$ cat src/rtl/reg_wb_pkg.sv
// Shared types and constants for the register-file write-back front end.
package reg_wb_pkg;

    localparam int REG_AW = 4;
    localparam int REG_DW = 32;

    localparam logic [REG_AW-1:0] INIT_LAST = REG_AW'((1 << REG_AW) - 1);

    typedef struct packed {
        logic              valid;
        logic [REG_AW-1:0] addr;
        logic [REG_DW-1:0] data;
    } wb_entry_t;

    typedef enum logic {
        ST_INIT = 1'b0,
        ST_RUN  = 1'b1
    } wb_state_t;

endpackage

$ cat src/rtl/reg_wb_fifo.sv
// Load write-back FIFO whose entries can be squashed in place by address.
// Squashed entries keep their slot and are popped later without issuing a write.
module reg_wb_fifo #(
    parameter int DEPTH = 4,
    parameter int AW    = 4,
    parameter int DW    = 32
) (
    input  logic                     clk,
    input  logic                     rst_n,
    input  logic                     push,
    input  logic [AW-1:0]            push_addr,
    input  logic [DW-1:0]            push_data,
    input  logic                     pop,
    input  logic                     squash,
    input  logic [AW-1:0]            squash_addr,
    input  logic [AW-1:0]            query_addr,
    output logic                     head_valid,
    output logic [AW-1:0]            head_addr,
    output logic [DW-1:0]            head_data,
    output logic [$clog2(DEPTH):0]   count,
    output logic                     query_hit
);
    localparam int PW = $clog2(DEPTH);
    localparam int CW = PW + 1;

    logic [DEPTH-1:0] valid;
    logic [AW-1:0]    addr_mem [DEPTH];
    logic [DW-1:0]    data_mem [DEPTH];
    logic [PW-1:0]    rd_ptr;
    logic [PW-1:0]    wr_ptr;

    // Push is applied last so a same-cycle push into the slot being popped survives.
    always_ff @(posedge clk or negedge rst_n) begin
        if (!rst_n) begin
            valid  <= '0;
            rd_ptr <= '0;
            wr_ptr <= '0;
            count  <= '0;
        end else begin
            for (int i = 0; i < DEPTH; i++) begin
                if (squash && valid[i] && addr_mem[i] == squash_addr) begin
                    valid[i] <= 1'b0;
                end
            end
            if (pop) begin
                valid[rd_ptr] <= 1'b0;
                rd_ptr        <= rd_ptr + PW'(1);
            end
            if (push) begin
                valid[wr_ptr] <= 1'b1;
                wr_ptr        <= wr_ptr + PW'(1);
            end
            count <= count + CW'(push) - CW'(pop);
        end
    end

    always_ff @(posedge clk) begin
        if (push) begin
            addr_mem[wr_ptr] <= push_addr;
            data_mem[wr_ptr] <= push_data;
        end
    end

    always_comb begin
        query_hit = 1'b0;
        for (int i = 0; i < DEPTH; i++) begin
            if (valid[i] && addr_mem[i] == query_addr) begin
                query_hit = 1'b1;
            end
        end
    end

    assign head_valid = valid[rd_ptr];
    assign head_addr  = addr_mem[rd_ptr];
    assign head_data  = data_mem[rd_ptr];

endmodule

$ cat src/rtl/reg_wb_writer.sv
// Merges ALU and load write-backs onto the register file's single write port.
// Define REG_WB_INIT_EN to zero-fill the register file after reset.
//
// state | meaning
// INIT  | sweeping zeros into every register, requests refused
// RUN   | normal arbitration: ALU first, then FIFO head
module reg_wb_writer
    import reg_wb_pkg::*;
#(
    parameter int DEPTH = 4,
    parameter int AW    = REG_AW,
    parameter int DW    = REG_DW
) (
    input  logic          clk,
    input  logic          rst_n,
    input  logic          alu_valid,
    output logic          alu_ready,
    input  logic [AW-1:0] alu_addr,
    input  logic [DW-1:0] alu_data,
    input  logic          ld_valid,
    output logic          ld_ready,
    input  logic [AW-1:0] ld_addr,
    input  logic [DW-1:0] ld_data,
    input  logic [AW-1:0] rd_addr,
    output logic          rd_pending,
    output logic          init_done,
    output logic          wea,
    output logic [AW-1:0] addra,
    output logic [DW-1:0] dina
);
    localparam int CW = $clog2(DEPTH) + 1;
    localparam logic [AW-1:0] SWEEP_LAST = '1;

`ifdef REG_WB_INIT_EN
    localparam wb_state_t RESET_STATE = ST_INIT;
`else
    localparam wb_state_t RESET_STATE = ST_RUN;
`endif

    wb_state_t     state;
    wb_state_t     state_next;
    logic          run_q;
    logic [AW-1:0] sweep_addr;
    logic [AW-1:0] sweep_next;
    logic          wea_next;
    logic [AW-1:0] addr_next;
    logic [DW-1:0] data_next;
    logic          alu_fire;
    logic          fifo_pop;
    logic          fifo_push;
    logic          fifo_hit;
    logic          head_valid;
    logic [AW-1:0] head_addr;
    logic [DW-1:0] head_data;
    logic [CW-1:0] fifo_count;

    // run_q lags state by a cycle so requests open only after the last sweep write is visible.
    always_ff @(posedge clk or negedge rst_n) begin
        if (!rst_n) begin
            state      <= RESET_STATE;
            sweep_addr <= '0;
            run_q      <= 1'b0;
            wea        <= 1'b0;
            addra      <= '0;
            dina       <= '0;
        end else begin
            state      <= state_next;
            sweep_addr <= sweep_next;
            run_q      <= (state == ST_RUN);
            wea        <= wea_next;
            addra      <= addr_next;
            dina       <= data_next;
        end
    end

    always_comb begin
        state_next = state;
        sweep_next = sweep_addr;
        wea_next   = 1'b0;
        addr_next  = addra;
        data_next  = dina;
        alu_fire   = 1'b0;
        fifo_pop   = 1'b0;
        case (state)
            ST_INIT: begin
                wea_next   = 1'b1;
                addr_next  = sweep_addr;
                data_next  = '0;
                sweep_next = sweep_addr + AW'(1);
                if (sweep_addr == SWEEP_LAST) begin
                    state_next = ST_RUN;
                end
            end
            ST_RUN: begin
                if (run_q && alu_valid) begin
                    alu_fire  = 1'b1;
                    wea_next  = 1'b1;
                    addr_next = alu_addr;
                    data_next = alu_data;
                end else if (run_q && fifo_count != '0) begin
                    fifo_pop = 1'b1;
                    if (head_valid) begin
                        wea_next  = 1'b1;
                        addr_next = head_addr;
                        data_next = head_data;
                    end
                end
            end
            default: state_next = RESET_STATE;
        endcase
    end

    assign alu_ready = run_q;
    assign ld_ready  = run_q && (fifo_count < CW'(DEPTH));
    assign fifo_push = ld_valid && ld_ready;

`ifdef REG_WB_INIT_EN
    assign init_done = run_q;
`else
    assign init_done = 1'b1;
`endif

    assign rd_pending = (wea && addra == rd_addr) || fifo_hit ||
                        (alu_fire && alu_addr == rd_addr);

    reg_wb_fifo #(
        .DEPTH(DEPTH),
        .AW   (AW),
        .DW   (DW)
    ) u_fifo (
        .clk        (clk),
        .rst_n      (rst_n),
        .push       (fifo_push),
        .push_addr  (ld_addr),
        .push_data  (ld_data),
        .pop        (fifo_pop),
        .squash     (alu_fire),
        .squash_addr(alu_addr),
        .query_addr (rd_addr),
        .head_valid (head_valid),
        .head_addr  (head_addr),
        .head_data  (head_data),
        .count      (fifo_count),
        .query_hit  (fifo_hit)
    );

endmodule

$ cat config.mk
export PLATFORM = sky130hd
export DESIGN_NAME = reg_wb_writer
export DESIGN_NICKNAME = d
export VERILOG_FILES = /design/src/rtl/reg_wb_pkg.sv /design/src/rtl/reg_wb_fifo.sv /design/src/rtl/reg_wb_writer.sv
export SDC_FILE = /design/constraint.sdc
export NUM_CORES = 1
export LEC_CHECK = 0
export ABC_AREA = 1
export CAP_MARGIN = 20
export CORE_MARGIN = 3
export CORE_UTILIZATION = 25
export DETAILED_ROUTE_END_ITERATION = 7
export REMOVE_ABC_BUFFERS = 1
export SYNTH_ARGS = -nofsm -noshare
export SYNTH_HDL_FRONTEND = slang
export SYNTH_HIERARCHICAL = 1
export SYNTH_SLANG_ARGS = --single-unit
$ cat constraint.sdc
create_clock -name clk -period 6.1 [get_ports clk]
set_input_delay 1.525 -clock clk [delete_from_list [all_inputs] [get_ports clk]]
set_output_delay 1.525 -clock clk [all_outputs]
set_load 0.005 [all_outputs]
# After elaboration in Yosys (flattened, before gate mapping)
# Memories as Yosys holds them, arrays and structs flattened.
# Index checks and enable logic that the tools add are counted.
[totals]
register_bits = 54
mem_count = 2
in_bits = 80
word_cells = 100
mem_bits_rw = 144
out_inout_bits = 41
[mem_list]
columns = ["memory", "words", "width", "rd", "rd_ports_with_merged_regs", "wr", "line_no", "source"]
rows = [
  ["u_fifo.data_mem", 4, 32, 1, 0, 1, "reg_wb_fifo.sv:28", "logic [DW-1:0] data_mem [DEPTH];"],
  ["u_fifo.addr_mem", 4, 4, 5, 0, 1, "reg_wb_fifo.sv:27", "logic [AW-1:0] addr_mem [DEPTH];"],
]
[op_classes]
n_eq_ne = 13
magnitude_cmp = 5
muxes = 37
add_sub_neg = 5
n_reduce_logical = 24
bitwise_logic = 4
[op_table]
columns = ["op", "n"]
rows = [
  ["two-way mux 32 bit", 3],
  ["one-hot mux 32 bit (2 select lines)", 1],
  ["equality test 4 bit", 10],
  ["two-way mux 1 bit", 23],
  ["logical AND 1 bit", 20],
  ["two-way mux 4 bit", 5],
  ["one-hot mux 4 bit (2 select lines)", 1],
  ["< comparator 2 x 3 -> 1 bit, second input constant", 2],
  ["!= test 3 x 1 -> 1 bit, second input constant", 2],
  ["adder 2 x 1 -> 2 bit, second input constant", 2],
  ["adder 4 x 1 -> 4 bit, second input constant", 1],
  ["bitwise AND 4 bit", 1],
  ["demux 1 bit (select 2 bit)", 2],
  ["equality test 4 bit, second input constant", 1],
  [">= comparator 2 x 1 -> 1 bit, second input constant", 2],
  ["NOT 4 bit", 1],
  ["OR 4 bit", 1],
  ["adder 3 x 1 -> 3 bit", 1],
  ["< comparator 3 bit, second input constant", 1],
  ["nonzero test 3 bit", 1],
  ["subtractor 3 x 1 -> 3 bit", 1],
  ["binary-select mux 1 bit (select 2 bit)", 1],
  ["logical OR 1 bit", 2],
  ["one-hot mux 1 bit (2 select lines)", 1],
  ["other kinds (2)", 2],
]

# Logic depth before layout (Yosys ltp)
# Gate-level depths: netlist of the first run.
[depth]
word_depth = 10
ltp_mapped = 11
depth_no_buf = 10

# Cells and area by module
# The synthesis of the first run kept the hierarchy.
[modules_own_cells]
columns = ["module", "area_each_um2", "seq_area_each_um2", "cells_per_inst", "instances"]
rows = [
  ["reg_wb_fifo", 6454.9, 4599.4, 543, 1],
  ["reg_wb_writer", 2393.5, 1077.3, 352, 1],
]

# Worst setup path after synthesis of the first run
# OpenSTA, ideal clock, no wires.
[synth_timing]
path_kind = "input port to output port"
start = "input rd_addr[1]"
end = "output rd_pending"
t_required_ns = 4.575
arrival_time_ns = 2.158
cell_stages = 11
setup_slack_ns = 2.417
path_cell_list = "buf_2 inv_1 nand2_1 nand2_1 inv_1 nand3_1 nor2_1 nor2_1 nand2_1 inv_1 nand3_1"
[synth_between]
elab_chain_len = 8
[synth_rtl]
columns = ["item", "line_no", "source"]
rows = [
  ["start, declared", "reg_wb_writer.sv:24", "input logic [AW-1:0] rd_addr,"],
  ["equality test 4 bit", "reg_wb_fifo.sv:67", "if (valid[i] && addr_mem[i] == query_addr) begin"],
  ["logical AND 1 bit", "reg_wb_fifo.sv:67", ""],
  ["two-way mux 1 bit (3 in a row)", "reg_wb_fifo.sv:67", ""],
  ["two-way mux 1 bit (*)", "reg_wb_fifo.sv:67", ""],
  ["named net fifo_hit", "reg_wb_writer.sv:51", "logic fifo_hit;"],
  ["logical OR 1 bit (*) (2 in a row)", "reg_wb_writer.sv:123", "assign rd_pending = (wea && addra == rd_addr) || fifo_hit ||"],
  ["end, declared", "reg_wb_writer.sv:25", "output logic rd_pending,"],
]
# The timed path passes the listed nets; every way through them passes the cells marked *.

# Worst setup path after layout of the first run
[layout_timing]
start = "input rd_addr[0]"
end = "output rd_pending"
# Same word-level chain as after synthesis.

==> metrics.md, run 1 <==
| Metric | Value |
|---|---|
| Clock Path Buffers | `2` |
| Worst Hold Class | `flop to flop` |
| Gate Count Post-Synth | `between 800 and 900` |
| N_diodes | `0` |
| Post-synth EDFFs | `roughly 140` |
| # hold bufs at CTS | `0` |
| Vias in the first global route | `between 6k and 7k` |
| Adder-cell area share of the yosys netlist | `1.78%` |
| I/O pin count | `~120` |
| Placed instance count | `~1.4k` |
| Crit path launch type | `input port` |
| Final Non-Filler Cells | `between 1k and 1.5k` |
| Drt total wl | `24,100 µm` |
| Largest net degree at the start of global routing | `82` |
| Drt pass-1 iters | `5` |
| Core Rows | `between 60 and 70` |
| Yosys warns | `6` |
| Period utilization | `approximately four fifths` |
| Global-route wire length before repair | `37,600 µm` |
| MaxCap Viol Count | `0` |
| FFs w/ async S/R, synth | `a little over a quarter` |
| Die H | `a little under 200 µm` |
| Layout Nets | `around 1.1k` |
| NetSw | `roughly 1.7 mW` |
| Mux share of post-synthesis cell area | `0%` |
| Simple logic cell fraction of the synthesized area | `between 10% and 20%` |
| Port bufs | `about 120` |
| Post-synth top flop | `edfxtp_1` |
| Post-Synth XOR/XNOR Area | `less than 1%` |
| Internal power | `2.94 mW` |
| Endpoint class of the critical path | `output port` |
| DR DRC count | `0` |
| Synth Register Bits | `just under 200` |
| Max-Slew Margin vs Limit | `between 30 and 40%` |
| Pwr/cell area | `around 420 mW/mm²` |
| Starting DRT DRC Count | `between 300 and 400` |
| Final core occ | `31.9%` |
| Outcome | `finished clean` |
| Post-CTS resize count | `0` |
| Top post-synthesis cells by area | `edfxtp_1, dfrtp_1, nand2_1` |
| Crit-path max FO | `8` |
| Critical Path RT | `around 4.6 ns` |
| DP Worst Slack | `around 1.2 ns` |
| Post-synth top area share | `48.9%` |
| Hold Fails Final Rpt | `0` |
| Worst slew pin tran | `between 0.9 and 1 ns` |
| Synth Area in Compound Gates | `8.54%` |
| Layout cells sized above 1 | `5.74%` |
| Avg Inst Size Synth | `around 9.9 µm²` |
| Clk pwr share | `between 20% and 30%` |
| Vias/cell | `roughly 4.4` |
| Synth top cells by count | `nand2_1, edfxtp_1, nor2_1` |
| Root buffer cell | `clkbuf_16` |
| Core region area | `0.0347 mm²` |
| CTS tree | `built` |
| Placed Area | `just over 0.01 mm²` |
| Initial Utilization | `25.5%` |
| Final design instance area without fill | `roughly 0.011 mm²` |
| Initial antenna violation count | `0` |
| Combinational share of power | `35.3%` |
| Clock skew | `~0.0095 ns` |
| Setup ws final | `roughly 1.2 ns` |
| Max Fclk | `slightly above 200 MHz` |
| Post-CTS Setup Bufs | `0` |
| Die area | `0.0377 mm²` |
| Synth cell types | `28` |
| Final ANT Viol Nets | `0` |
| Vias | `approximately 6.5k` |
| Critical path arrival | `roughly 3.4 ns` |
| Wire per inst | `~16 µm` |
| Largest family of logic cells by synthesized area | `simple AND/OR/NAND/NOR gates` |
| Die width | `about 190 µm` |
| Leak Pwr | `~4.5 nW` |
| Final min period | `just under 5 ns` |
| Post-synthesis sequential area ratio | `approximately 64%` |
| Yosys top cell by area | `edfxtp_1` |
| Final Slew Violations | `0` |
| Setup Crit Path Kind | `input port to output port` |
| Clock transition at path regs | `roughly 0.080 ns` |
| Num CTS Buffers | `17` |
| Most frequent cell after synthesis | `nand2_1` |
| Gr usage total | `between 10% and 20%` |
| Area delta synth->final | `25.0%` |
| Final setup TNS | `0 ns` |
| Hpwl dp | `14,000 µm` |
| Setup violations, final | `0` |
| Clock Sink Count | `between 150 and 200` |
| Clk_lat worst skew | `0.44 ns` |
| Worst vdd ir | `approximately 0.29 mV` |
| Remaining global-route overflow | `0` |
| Sw Share | `between 30% and 40%` |
| Post-Syn Area | `a little under 0.009 mm²` |
| Htree depth | `4` |
| Flop pwr share | `41.3%` |
| Unrepaired setup endpoints after global routing | `no` |
| Placer Congestion | `a little over 0.8` |
cell type report:
type	instances	area, µm²
Clock buffer	17	425
Clock inverter	15	140
Fill cell	3577	23700
Inverter	60	228
Multi-Input combinational cell	592	2700
Sequential cell	198	5680
Tap cell	455	569
Timing Repair Buffer	128	1330
power by group through the flow:
stage / registers [mW] / logic [mW] / clock network [mW]
3_3_place_gp: 1.96 / 1.62 / 0
5_1_grt: 1.96 / 1.87 / 1.19
6_report: 1.92 / 1.64 / 1.09
4_1_cts: 1.93 / 1.65 / 1.13
2_1_floorplan: 1.95 / 0.839 / 0
3_5_place_dp: 1.96 / 1.65 / 0
placed cells by master, fill, tap and decap left out, types with 11 or more instances in the layout:
cell,count
dfrtp_1,51
nor2_1,89
nand2_1,282
o22ai_1,32
edfxtp_1,144
o21ai_0,71
clkbuf_16,17
a21oi_1,25
nand3_1,52
inv_1,51
clkdlybuf4s50_1,118
ha_1,11
layer usage:
metal	vias up	global-route usage (%)	part of all wire [%]
met4	0	3.19	0.95
li1	3190	-	-
met1	3145	16.7	46
met3	10	3.11	4.7
met2	155	22.0	48
met5	-	0	0
logic make-up (layout without fill, tap and decap cells):
kind of cell / after synthesis / count (layout)
adders and majority gates: 12 / 12
and+or+nand+nor: 429 / 429
buffers and inverters: 105 / 220
xor gates and xnor gates: 9 / 9
other: 1 / 1
DFF: 198 / 198
AOI/OAI and AO/OA: 141 / 141
critical path, stage by stage:
cell             delay [ns]
clkdlybuf4s50_1        0.62
inv_1                  0.16
nand2_1                0.08
nand2_1                0.05
inv_1                  0.04
nand3_1                0.06
nor2_1                 0.11
nor2_1                 0.06
nand2_1                0.06
inv_1                  0.04
nand3_1                0.07
clkdlybuf4s50_1        0.50
final timing paths:
check / depth (start not counted) / from / end / slack, ns
setup / recovery: 12 / rd_addr[0] / rd_pending / 1.20
hold / removal: 0 / state / alu_ready / 0.48
setup reg to reg: 9 / u_fifo/rd_ptr[1] / addra[3] / 2.47
hold reg to reg: 0 / state / alu_ready / 0.48
max in group asynchronous: 1 / rst_n / u_fifo/rd_ptr[1] / 4.31
min in group asynchronous: 1 / rst_n / dina[1] / 1.18
flip-flops by register name (all words and copies together), names as in the netlist:
name / count
addra: 4
alu_ready: 1
dina: 32
state: 1
sweep_addr: 4
u_fifo/addr_mem: 16
u_fifo/count: 3
u_fifo/data_mem: 128
u_fifo/rd_ptr: 2
u_fifo/valid: 4
u_fifo/wr_ptr: 2
wea: 1
per-stage QoR:
step | power (mW) | hold slack [ns]
4_1_cts | 4.72 | 0.476
3_3_place_gp | 3.58 | 0.475
2_1_floorplan | 2.79 | 0.446
6_report | 4.66 | 0.476
5_1_grt | 5.02 | 0.486
3_5_place_dp | 3.61 | 0.469
No activity file was read; power rests on OpenSTA's default activity.
==> run 2, diff against run 1 <==
Clock period 6.1 ns to 4.4 ns, I/O delays scaled along.
==> run 2 against run 1 <==
Effect of this change:
- hold slack improved by 0.012 ns
- sequential cell count unchanged
- sequential share of layout area decreased by 0.064 points
- register-to-register slack got worse by 0.51 ns
- non-clock buffer count increased by 10
- count of clock-buffer cells in the layout increased by 1
- critical path depth unchanged
- critical path type unchanged
- largest cell class unchanged
==> metrics.md, run 2 (synthesis results as in run 1) <==
| Metric | Value |
|---|---|
| Period utilization | `slightly above 90%` |
| Final min period | `about 4 ns` |
| Reg area | `around 0.0057 mm²` |
| Commonest non-fill, non-tap cells in the layout | `nand2_1, edfxtp_1, clkdlybuf4s50_1` |
| Fillers | `about 3.6k` |
| Worst Hold Class | `flop to flop` |
| Final Slew Violations | `0` |
| Num CTS Buffers | `17` |
| Critical Path RT | `between 3 and 4 ns` |
| Initial Utilization | `between 20% and 30%` |
| Multi-input gate area | `~0.0027 mm²` |
| Hpwl dp | `14,900 µm` |
| Final Non-Filler Cells | `between 1k and 1.5k` |
| Crit path capture | `rd_pending` |
| Max reg flops | `approximately 130` |
| Vias | `between 6k and 7k` |
| Leak Pwr | `around 4.5 nW` |
| Global-route wire length before repair | `37,100 µm` |
| Crit-path max FO | `8` |
| Clock transition at path regs | `approximately 0.080 ns` |
| I/O pin count | `about 120` |
| Wire per inst | `roughly 16 µm` |
| Clock Path Buffers | `2` |
| Reg-to-reg startpoint | `u_fifo/rd_ptr[0]` |
| Port bufs | `119` |
| Power Total | `about 6.4 mW` |
| CP max stage cell | `clkdlybuf4s50_1` |
| Htree depth | `4` |
| Gr usage total | `12.8%` |
| Die width | `194 µm` |
| Clock skew | `0.0109 ns` |
| Drt pass-1 iters | `4` |
| Vias in the first global route | `6,471` |
| Layout cells sized above 1 | `under 10%` |
| Setup crit start | `rd_addr[0]` |
| Worst slew pin tran | `a little under 0.9 ns` |
| Remaining global-route overflow | `0` |
| Layout Nets | `around 1.1k` |
| Outcome | `finished clean` |
| MaxCap Viol Count | `0` |
| Crit-path cells | `clkdlybuf4s50_1 > inv_1 > nand2_1 > nand2_1 > nor2_1 > nand3_1 > nand2_1 > inv_1 > nand2_1 > inv_1 > nand3_1 > clkdlybuf4s50_1` |
| Hold Fails Final Rpt | `0` |
| Initial antenna violation count | `1` |
| Vias/cell | `4.41` |
| Final ANT Viol Nets | `0` |
| Root buffer cell | `clkbuf_16` |
| Post-CTS Setup Bufs | `0` |
| Worst vdd ir | `between 0.2 and 0.3 mV` |
| CTS tree | `built` |
| Top cell by count, worst path | `nand2_1` |
| Max incr delay on CP | `about 0.65 ns` |
| Critical path arrival | `3.02 ns` |
| Area delta synth->final | `25.2%` |
| Placed instance count | `approximately 1.4k` |
| Largest register by flop count | `u_fifo/data_mem` |
| Core region area | `about 0.035 mm²` |
| Largest net degree at the start of global routing | `approximately 80` |
| Crit path launch type | `input port` |
| Starting DRT DRC Count | `326` |
| Post-CTS resize count | `0` |
| Reg2reg end | `addra[2]` |
| DR DRC count | `0` |
| Max Fclk | `approximately 240 MHz` |
| Setup Crit Path Kind | `input port to output port` |
| Unrepaired setup endpoints after global routing | `no` |
| Clk_lat worst skew | `~0.44 ns` |
| # hold bufs at CTS | `0` |
| Core Rows | `68` |
| Drt total wl | `24,200 µm` |
| Final setup TNS | `0 ns` |
| Setup violations, final | `0` |
| Clock Sink Count | `198` |
| Worst R2R Setup Slack | `~2.0 ns` |
| Die area | `~0.038 mm²` |
| Placer Congestion | `about 0.8` |
| Endpoint class of the critical path | `output port` |
| Commonest non-fill, non-tap cell in the layout | `nand2_1` |
| Worst reg2reg path depth | `10` |
| Pwr/cell area | `a little under 600 mW/mm²` |
| Max-Slew Margin vs Limit | `between 40% and 50%` |
| Largest regs | `u_fifo/data_mem (128), dina (32), u_fifo/addr_mem (16)` |
| Die H | `~190 µm` |
run 2: cell count changes in the layout (fill, tap and decap cells not counted), moves of 2 or more:
cell and delta:
inv_8 -3, buf_4 +13, clkinv_2 -3, inv_6 +2
buf_12 -2, clkinvlp_4 +4
run 2: report_power, final:
part / leakage [nW] / total, mW / internal, mW / switching [mW]
clock network: 0.255 / 1.48 / 0.739 / 0.741
logic: 2.31 / 2.32 / 0.911 / 1.41
registers: 1.97 / 2.65 / 2.43 / 0.222
total: 4.53 / 6.45 / 4.08 / 2.37
run 2: metrics by stage:
stage	hold WS [ns]	area, µm²	util, %	setup WS, ns
final	0.487	11100	31.9	0.284
after global routing	0.503	11100	31.9	0.157
after CTS	0.491	11100	31.9	0.299
after detailed placement	0.478	10500	30.3	0.310
after global placement	0.472	10500	30.3	0.308
after floorplan	0.446	8580	-	0.394
run 2: metal layers:
layer  track usage (%)  vias up  wire length [µm]
met1              16.7     3142             11300
met5                 0        -                 0
met2              21.0      142             11500
li1                  -     3211                 -
met3              3.32       18              1080
met4              3.86        0               324
run 2: area by class of cell:
cell class	instances	area share [%]
multi-input cells	592	24.3
flip-flops and latches	198	51.3
clock inverters	14	1.06
inverters	60	2.06
repair buffers	138	12.2
well taps	455	5.14
clock buffers	18	3.87
diodes	1	0.0226
run 2: worst min path at each step:
| stage | startpoint | to | slack [ns] | depth (start not counted) |
|---|---|---|---|---|
| floorplan | state | alu_ready | 0.45 | 0 |
| global placement | state | alu_ready | 0.47 | 0 |
| detailed placement | state | alu_ready | 0.48 | 0 |
| CTS | state | alu_ready | 0.49 | 0 |
| global route | state | alu_ready | 0.50 | 0 |
| finish | state | alu_ready | 0.49 | 0 |
run 2: critical path, delay by kind of cell:
family | cells | cell delay, ns
AND/OR/NAND/NOR | 7 | 0.53
buffers and inverters | 5 | 1.39
